<file path="src/rtl/tap_ctrl_pkg.sv">
// Shared types and defaults for the tap window controller that feeds the
// filter's pixel delay chain.
package tap_ctrl_pkg;

    typedef enum logic [1:0] {
        IDLE  = 2'd0,
        FILL  = 2'd1,
        RUN   = 2'd2,
        FLUSH = 2'd3
    } state_t;

    localparam int TAPS_DEF   = 20;
    localparam int LINE_W_DEF = 640;
    localparam int DATA_W_DEF = 8;

    function automatic int col_w(input int line_w);
        return $clog2(line_w);
    endfunction

endpackage

</file>
<file path="src/rtl/tap_window_ctrl.sv">
// Sequences a pixel stream into the external tap delay chain, tags full
// single-line windows and flushes the chain with zeros at end of line.
module tap_window_ctrl
    import tap_ctrl_pkg::*;
#(
    parameter int TAPS   = TAPS_DEF,
    parameter int LINE_W = LINE_W_DEF,
    parameter int DATA_W = DATA_W_DEF
) (
    input  logic                      clk,
    input  logic                      rst,
    input  logic                      in_valid,
    input  logic [DATA_W-1:0]         in_data,
    input  logic                      in_sol,
    output logic                      in_ready,
    input  logic                      out_ready,
    output logic [DATA_W-1:0]         tap_data,
    output logic                      shift_en,
    output logic                      win_valid,
    output logic [col_w(LINE_W)-1:0]  win_col,
    output logic                      line_done,
    output logic                      line_err
);

    localparam int COL_W   = col_w(LINE_W);
    localparam int FLUSH_W = $clog2(TAPS);

    localparam logic [COL_W-1:0]   FILL_LAST  = COL_W'(TAPS - 1);
    localparam logic [COL_W-1:0]   LINE_LAST  = COL_W'(LINE_W - 1);
    localparam logic [FLUSH_W-1:0] FLUSH_LAST = FLUSH_W'(TAPS - 2);

    state_t              state_q, state_d;
    logic [COL_W-1:0]    col_q, col_d;
    logic [FLUSH_W-1:0]  flush_q, flush_d;
    logic [DATA_W-1:0]   tap_data_q, tap_data_d;
    logic                shift_en_q, shift_en_d;
    logic                win_valid_q, win_valid_d;
    logic [COL_W-1:0]    win_col_q, win_col_d;
    logic                line_done_q, line_done_d;
    logic                line_err_q, line_err_d;

    logic                accept;
    logic                sol_restart;
    logic [COL_W-1:0]    k;

    // Reset and the flush both close the input so no pixel is lost.
    always_comb begin
        in_ready = !rst && out_ready && (state_q != FLUSH);
        accept   = in_valid && in_ready;
    end

    always_comb begin
        state_d     = state_q;
        col_d       = col_q;
        flush_d     = flush_q;
        tap_data_d  = tap_data_q;
        shift_en_d  = 1'b0;
        win_valid_d = 1'b0;
        win_col_d   = win_col_q;
        line_done_d = 1'b0;
        line_err_d  = 1'b0;

        // A start-of-line tag mid-line restarts counting; older chain
        // contents are hidden because the window has to refill first.
        sol_restart = in_sol && (col_q != '0);
        k           = sol_restart ? '0 : col_q;

        case (state_q)
            FLUSH: begin
                if (out_ready) begin
                    tap_data_d = '0;
                    shift_en_d = 1'b1;
                    flush_d    = flush_q + FLUSH_W'(1);
                    if (flush_q == FLUSH_LAST) begin
                        line_done_d = 1'b1;
                        state_d     = IDLE;
                        col_d       = '0;
                        flush_d     = '0;
                    end
                end
            end
            default: begin
                if (accept) begin
                    tap_data_d = in_data;
                    shift_en_d = 1'b1;
                    line_err_d = sol_restart;
                    if (k >= FILL_LAST) begin
                        win_valid_d = 1'b1;
                        win_col_d   = k - FILL_LAST;
                    end
                    if (k == LINE_LAST) begin
                        state_d = FLUSH;
                        flush_d = '0;
                    end else begin
                        col_d   = k + COL_W'(1);
                        state_d = (k >= FILL_LAST) ? RUN : FILL;
                    end
                end
            end
        endcase
    end

    always_ff @(posedge clk) begin
        if (rst) begin
            state_q     <= IDLE;
            col_q       <= '0;
            flush_q     <= '0;
            tap_data_q  <= '0;
            shift_en_q  <= 1'b0;
            win_valid_q <= 1'b0;
            win_col_q   <= '0;
            line_done_q <= 1'b0;
            line_err_q  <= 1'b0;
        end else begin
            state_q     <= state_d;
            col_q       <= col_d;
            flush_q     <= flush_d;
            tap_data_q  <= tap_data_d;
            shift_en_q  <= shift_en_d;
            win_valid_q <= win_valid_d;
            win_col_q   <= win_col_d;
            line_done_q <= line_done_d;
            line_err_q  <= line_err_d;
        end
    end

    assign tap_data  = tap_data_q;
    assign shift_en  = shift_en_q;
    assign win_valid = win_valid_q;
    assign win_col   = win_col_q;
    assign line_done = line_done_q;
    assign line_err  = line_err_q;

endmodule

</file>
<file path="config.mk">
export PLATFORM = sky130hd
export DESIGN_NAME = tap_window_ctrl
export DESIGN_NICKNAME = d
export VERILOG_FILES = /design/src/rtl/tap_ctrl_pkg.sv /design/src/rtl/tap_window_ctrl.sv
export SDC_FILE = /design/constraint.sdc
export NUM_CORES = 1
export LEC_CHECK = 0
export CORE_AREA = 2 2 82 92
export CTS_CLUSTER_DIAMETER = 120
export DETAILED_ROUTE_END_ITERATION = 8
export DIE_AREA = 0 0 84 94
export PLACE_DENSITY = 0.55
export SYNTH_ARGS = -nofsm -noshare
export SYNTH_HDL_FRONTEND = slang
export SYNTH_SLANG_ARGS = --single-unit
</file>
<file path="constraint.sdc">
create_clock -name clk -period 2.27 [get_ports clk]
set_input_delay 0.227 -clock clk [delete_from_list [all_inputs] [get_ports clk]]
set_output_delay 0.227 -clock clk [all_outputs]
set_load 0.1 [all_outputs]
</file>
# [Word-level counts from Yosys, hierarchy flattened]
# Cells that the tools add are included.
[classes] magnitude_cmp=1 n_reduce_logical=15 bitwise_logic=3 muxes=25 eq_ne=7 addsub=3 div_mod_pow=0 mul=0 shift=0
[op_table] cell="two-way mux 10 bit" count=6
[op_table] cell="two-way mux 5 bit" count=5
[op_table] cell="two-way mux 8 bit" count=3
[op_table] cell="two-way mux 2 bit" count=6
[op_table] cell="adder 10 x 1 -> 10 bit, second input constant" count=1
[op_table] cell="equality test 10 bit, second input constant" count=1
[op_table] cell=">= comparator 10 x 5 -> 1 bit, second input constant" count=1
[op_table] cell="nonzero test 10 bit" count=1
[op_table] cell="subtractor 10 x 5 -> 10 bit, second input constant" count=1
[op_table] cell="AND reduction 3 bit" count=3
[op_table] cell="inequality test 2 bit, second input constant" count=3
[op_table] cell="OR reduction 3 bit" count=2
[op_table] cell="adder 5 x 1 -> 5 bit, second input constant" count=1
[op_table] cell="equality test 5 bit, second input constant" count=1
[op_table] cell="two-way mux 1 bit" count=5
[op_table] cell="logical AND 1 bit" count=4
[op_table] cell="AND reduction 4 bit" count=1
[op_table] cell="nonzero test 2 bit" count=2
[op_table] cell="inverter 1 bit" count=3
[op_table] cell="equality test 2 bit, second input constant" count=1
[op_table] cell="inequality test 2 x 1 -> 1 bit, second input constant" count=1
[op_table] cell="AND reduction 2 bit" count=1
[op_table] cell="logical NOT 1 bit" count=1
[word_totals] mem_bits_ro=0 word_cells=63 register_bits=39 mem_bits_rw=0 latch_bits=0 inputBits=13 memories=0 output_inout_bits=23

# [Logic depth before layout (Yosys ltp)]
[depth] word_depth=8 mapped_depth=10

# [Worst setup path after synthesis]
# Ideal clock, no wire load.
[synth_timing] path_kind="reg-to-output" start="register state_q[0]" end="output in_ready" n_path_buf=2 t_arrival_ps=2017 setup_slack_ps=26 stages_incl_launch_ff=5 t_required_ps=2043 path_cell_list="dfxtp_1 -> and2_1 -> clkbuf_1 -> buf_2 -> nor2_1"
[synth_via] elab_chain_cells=2
[synth_rtl] element="start, declared" line_no="tap_window_ctrl.sv:32" source="state_t state_q, state_d;"
[synth_rtl] element="start signal, assigned" line_no="tap_window_ctrl.sv:115" source="state_q <= state_d;"
[synth_rtl] element="inequality test 2 bit" line_no="tap_window_ctrl.sv:48" source="in_ready = !rst && out_ready && (state_q != FLUSH);"
[synth_rtl] element="logical AND 1 bit" line_no="tap_window_ctrl.sv:48"
[synth_rtl] element="end, declared" line_no="tap_window_ctrl.sv:15" source="output logic in_ready,"
# Every way passes these cells.

# [Final worst setup path]
[layout_timing] start="input in_sol" end="register col_q[2]"
[layout_via] elab_chain_cells=6
[layout_rtl] element="start, declared" line_no="tap_window_ctrl.sv:14" source="input logic in_sol,"
[layout_rtl] element="logical AND 1 bit (*)" line_no="tap_window_ctrl.sv:65" source="sol_restart = in_sol && (col_q != '0);"
[layout_rtl] element="two-way mux 10 bit (*)" line_no="tap_window_ctrl.sv:66" source="k = sol_restart ? '0 : col_q;"
[layout_rtl] element="adder 10 x 1 -> 10 bit" line_no="tap_window_ctrl.sv:95" source="col_d = k + COL_W'(1);"
[layout_rtl] element="two-way mux 10 bit" line_no="tap_window_ctrl.sv:91" source="if (k == LINE_LAST) begin"
[layout_rtl] element="two-way mux 10 bit" line_no="tap_window_ctrl.sv:83" source="if (accept) begin"
[layout_rtl] element="two-way mux 10 bit" line_no="tap_window_ctrl.sv:68" source="case (state_q)"
[layout_rtl] element="end signal, assigned" line_no="tap_window_ctrl.sv:116" source="col_q <= col_d;"
[layout_rtl] element="end, declared" line_no="tap_window_ctrl.sv:33" source="logic [COL_W-1:0] col_q, col_d;"
# Mark *: on every way between the ends. The rest lies on a longest branch, timed or not. The select of a mux whose other input is x is not followed.
# A chain may end at the register's enable or synchronous reset.

==> flow_summary_export.csv <==
group,metric,value,unit
drt,viasPerCell,4.97,
synthesis,yosysTopAreaCellShare,38.2,%
sta,max_freq,478,MHz
final_layout,ff_latch_area,781,um^2
drt,wl_per_cell,13.6,um
clock_tree,clock-root-buffer,"clkbuf_8",
placed_design,dp_cells,359,
critical_path,cp.arrival,2.31,ns
power_and_ir_drop,power.density,519,mW/mm^2
min_path,hold_class,"reg2reg",
final_layout,antenna_cells,0,
synthesis,mappedNetlistNets,247,
clock_tree,cts_buffer_depth,2,
floorplanning,rows,32,
synthesis,syn_area,0.00204,mm^2
critical_path,cp.required,2.49,ns
drt,ant_nets,0,
grt,grt_pass1_wl,8560,um
final_layout,multi_input_area,0.00114,mm^2
floorplanning,io_pins,36,
drt,vias,1819,
final_layout,drive_gt1_share,24.9,%
synthesis,synth-edff-count,0,
clock_tree,post_cts_buffers,0,
critical_path,critPathKind,"in2reg",
sta,slew_headroom,55.0,%
final_layout,fin_nets,297,
clock_tree,ctsHoldBuffers,0,
flow_run,cap_violations,0,
critical_path,critPathCaptureType,"flop",
critical_path,crit_fanout,4,
clock_tree,clk_latency,0.29,ns
synthesis,yosys_warnings,0,
placed_design,port_buffers,35,
synthesis,synth-seq-cells,39,
sta,fin_hold_ws,0.477,ns
placed_design,place_congestion,0.841,
outcome,status,"finished clean",
drt,route.detailed.drc,0,
floorplanning,initial_utilization,29.5,%
sta,period_needed,2.09,ns
clock_tree,tritoncts,"done",
sta,rsz0062_at_grt,"false",
floorplanning,dieArea,0.00790,mm^2
power_and_ir_drop,leakage,1.02,nW
floorplanning,die_h,94,um
sta,fin_skew,0.00277,ns
synthesis,avgSynthCellArea,8.85,um^2
synthesis,synth_ff_type,"dfxtp_1",
grt,antenna_found_initial,0,
clock_tree,cts_buffers,5,
sta,maxSlewViolCount,0,
synthesis,synth.largest_area_cell,"dfxtp_1",
synthesis,async_flop_share,0,%
grt,grt_overflow,0,
floorplanning,die_w,84,um
drt,drtIter0Drc,125,
final_layout,area_delta_synth_final,28.0,%
clock_tree,clkTransAtPathRegs,0.07,ns
drt,dr.pass1.iters,4,
power_and_ir_drop,ir_drop,0.215,mV
synthesis,ys_seq_area_share,38.2,%
synthesis,synthCells,231,
critical_path,startpoint_type,"input port",
floorplanning,core_area,0.00693,mm^2
placed_design,dp_hpwl,3660,um
grt,grt_pass1_vias,1777,
clock_tree,ctsResizeCount,0,
clock_tree,h-tree-depth,2,
grt,grt_max_degree,32,
sta,hold_viol,0,
final_layout,post_layout_nonfiller_instances,366,
sta,worst_pin_slew,0.667,ns
synthesis,yosysUniqueCellTypes,53,
sta,setup-violations-final,0,
synthesis,synth_area_leaders,"dfxtp_1, nor2_1, a22o_1, mux2i_1, xnor2_1",
final_layout,nFillCells,719,
grt,grt_usage,13.4,%
drt,routed_wl,4970,um
sta,fin_crit_sh,92.2,%
clock_tree,cts_num_sinks,39,
[metal layers]
layer	part of all wire [%]	vias to the layer above	wire [um]	GRT usage (%)
met5	0	-	0	0
met4	1.8	0	89	5.65
met3	3.0	8	149	2.55
met2	49	30	2450	23.2
met1	46	855	2280	16.3
li1	-	926	-	-
[final timing paths]
path	startpoint	to	slack, ns	depth (start not counted)
max	in_sol	col_q[2]	0.18	9
min	tap_data[3]	tap_data[3]	0.48	1
max reg2reg	col_q[0]	col_q[2]	0.29	8
min reg2reg	tap_data[3]	tap_data[3]	0.48	1
[sequential cells by signal, indices dropped and copies added (netlist names)]
| signal | count |
|---|---|
| col_q | 10 |
| win_valid | 1 |
| state_q | 2 |
| flush_q | 5 |
| win_col | 10 |
| tap_data | 8 |
| line_done | 1 |
| shift_en | 1 |
| line_err | 1 |
[per-stage QoR]
step                setup WS (ns)  instance area, um^2  TNS (ns)  total power [W]  util (%)
floorplan                  0.0260                 2040         0         0.000829         -
global placement          -0.0879                 2530    -0.199         0.000891      36.5
detailed placement         -0.133                 2530    -0.870         0.000891      36.5
CTS                         0.173                 2620         0          0.00137      37.8
global route               0.0830                 2620         0          0.00142      37.8
finish                      0.178                 2620         0          0.00136      37.8
[critical path, cell delays in order]
cell	delay, ns
clkdlybuf4s50_1	0.54
nor2b_1	0.09
ha_1	0.21
and3_1	0.22
nand4_2	0.10
o211ai_2	0.11
buf_4	0.18
or4b_1	0.46
a31oi_1	0.17
[placed cells by master (no fill, tap or decap), drive strengths merged, types with 2 or more instances in the layout]
master	n
a211oi	5
a21oi	10
a22o	8
a311oi	4
a31oi	4
and2	5
and2b	2
and3	5
buf	48
clkbuf	6
clkdlybuf4s50	12
dfxtp	39
ha	3
inv	3
mux2i	7
nand2	15
nand2b	5
nand3	12
nand4	3
nor2	33
nor2b	4
nor3	6
o21ai	10
o41ai	2
or3	5
or4	3
xnor2	7
[cells by family (layout without fill, tap and decap cells)]
group                      Yosys count  after routing  synth area share [%]
muxes                                7              7                  3.43
adders and majority gates            3              3                  1.84
DFF                                 39             39                  38.2
xor gates and xnor gates             8              8                  3.43
buffers and inverters               20             70                  6.18
AOI/OAI and AO/OA                   51             51                  18.9
and+or+nand+nor                    103            103                  28.0
[area by class of cell]
cell class,instances,share of cell area [%]
Multi-Input combinational cell,172,43.4
Sequential cell,39,29.9
Timing Repair Buffer,60,18.9
Tap cell,85,4.07
Clock buffer,6,3.16
Inverter,3,0.431
Clock inverter,1,0.191
[cells in the mapped netlist (all sizes together) (2+ instances only)]
library cell  count
inv               3
nand4             3
and3              5
o41ai             2
nand2b            5
nor2             33
nor3              6
buf              10
ha                3
nand3            12
nand2            15
or3               5
and2b             2
a21oi            10
o21ai            10
clkbuf            7
mux2i             7
or4               3
a211oi            5
dfxtp            39
a22o              8
a311oi            4
a31oi             4
and2              5
nor2b             4
xnor2             7
[power by group]
part | switching, W | internal (W) | total [W]
clock | 0.000244 | 0.000239 | 0.000482
sequential | 0.00000507 | 0.000694 | 0.000699
combinational | 0.000116 | 0.0000589 | 0.000175
(Power assumes the default switching activity.)
==> patch, RTL diff (same flow settings) <==
Put one more register stage on the output `line_err`. The value now appears one clock later. The other outputs are not delayed to match.
--- a/src/rtl/tap_window_ctrl.sv
+++ b/src/rtl/tap_window_ctrl.sv
@@ -131,3 +131,5 @@
     assign line_done = line_done_q;
-    assign line_err  = line_err_q;
+    always_ff @(posedge clk) begin
+        line_err <= line_err_q;
+    end
 
Formal check against the unedited RTL: not equivalent (a bounded check fails within 4 cycles, from zero or initial values and one cycle with rst high).
==> patch against the unedited design <==
  * Global-route usage down 0.38 points
  * Sequential cell count increased by 1
  * Wire length increased by 1.2%
  * Power grew 9.6%
  * Design area increased by 2.0%
  * Synthesized area increased by 0.98%
  * Critical path depth decreased by 1
  * First-iteration DRC count rose by 46%
  * Setup slack about the same
==> patch: results (changes against the unedited design) <==
Synth
  – Post-synthesis compound-gate area fraction: 0.1868 (-0.001830)
  – Share of cell area taken by muxes after synthesis: 0.03396 (-0.0003327)
  – Synthesized area per cell: 8.893 um2 (+0.54%)
  – Commonest cells post-synth: sky130_fd_sc_hd__dfxtp_1 (40), sky130_fd_sc_hd__nor2_1 (33), sky130_fd_sc_hd__nand2_1 (15), sky130_fd_sc_hd__nand3_1 (11), sky130_fd_sc_hd__a21oi_1 (10)
  – Top post-synthesis cells by area: sky130_fd_sc_hd__dfxtp_1 (39%), sky130_fd_sc_hd__nor2_1 (6.0%), sky130_fd_sc_hd__a22o_1 (3.4%), sky130_fd_sc_hd__mux2i_1 (3.4%), sky130_fd_sc_hd__xnor2_1 (3.0%)
  – Mapped Nets: 248 (+0.40%)
  – Xor and xnor fraction of the mapped netlist area: 0.03396 (-0.0003327)
  – Post-synthesis sequential area ratio: 0.3881 (+0.005995)

Drt
  – Routed wire length on met3: 198 um (+33%)
  – Routed wire length on met2: 2.322 mm (-5.3%)
  – Vias/cell: 5.060 (+1.8%)
  – Initial detailed-routing violation count: 182 (+46%)
  – Wire length on met1: 2.433 mm (+6.8%)
  – Average detailed-routed wire length per instance: 13.63 um (+0.36%)

Power
  – Power Internal: 0.001096 W (+11%)
  – Pwr Total: 0.001487 W (+9.6%)
  – Highest ir drop seen on vdd: 0.2013 mV (-6.2%)
  – Share of power burned in the clock network: 0.399 (+0.044)

Cells and area
  – Final instance count without filler cells: 369 (+0.82%)
  – Fraction of final layout cells with drive strength greater than 1: 0.2535 (+0.004411)

Setup path
  – Data arrival, critical path: 2.33 ns (+0.02 ns)
  – CP max FO: 16 (+12)
  – Crit-path max cell delay: 0.56 ns (+0.02 ns)
  – Standard cell with the maximum stage delay on the critical path: sky130_fd_sc_hd__or4b_1

Place
  – Final HPWL DP: 3.702 mm (+1.1%)
  – Setup WS pre-CTS: -0.1319 ns (+0.001070 ns)
  – Cell count after placement: 361 (+0.56%)
  – Final weighted congestion in routability-driven placement: 0.7881 (-6.2%)
  – Placed cell area: 0.002555 mm2 (+1.1%)

GRT
  – Met3 global-route usage: 0.02636 (+0.0008787)
  – Number of global-route vias before repair: 1784 (+0.39%)
  – Total routing usage reported by global routing: 0.1304 (-0.003775)
  – First-pass GRT wire length: 8.362 mm (-2.3%)
  – Met2 layer usage reported by global route: 0.2060 (-0.02600)

STA
  – Setup clock skew after layout: 0.006122 ns (+0.003352 ns)
  – Worst-Margin Slew: 0.6335 ns (-0.03339 ns)

Run status
  – Status: completed
==> patch: cell count changes after synthesis, sizes merged <==
cell and change:
dfxtp +1
==> patch: logic make-up after synthesis <==
group           Yosys count
simple gates            103
compound gates           51
flops                    40
buf+inv                  20
xor+xnor                  8
mux                       7
fa+ha+maj                 3
==> patch: worst paths after layout <==
kind                                             from                    end  slack, ns  cells past startpoint
worst max register to register  col_q[0]$_SDFFE_PP0P_  col_q[2]$_SDFFE_PP0P_       0.28                      7
worst min-delay path            line_err_q$_SDFF_PP0_       line_err$_DFF_P_       0.33                      0
worst min register to register  line_err_q$_SDFF_PP0_       line_err$_DFF_P_       0.33                      0
worst max-delay path                           in_sol  col_q[2]$_SDFFE_PP0P_       0.18                      8
==> patch: area by class of cell <==
cell class | count | area [um2]
flip-flops and latches | 40 | 800.8
multi-input cells | 172 | 1136
well taps | 85 | 106.4
inverters | 3 | 11.26
repair buffers | 61 | 500.5
fillers | 700 | 4260
clock inverters | 3 | 42.54
clock buffers | 5 | 68.82
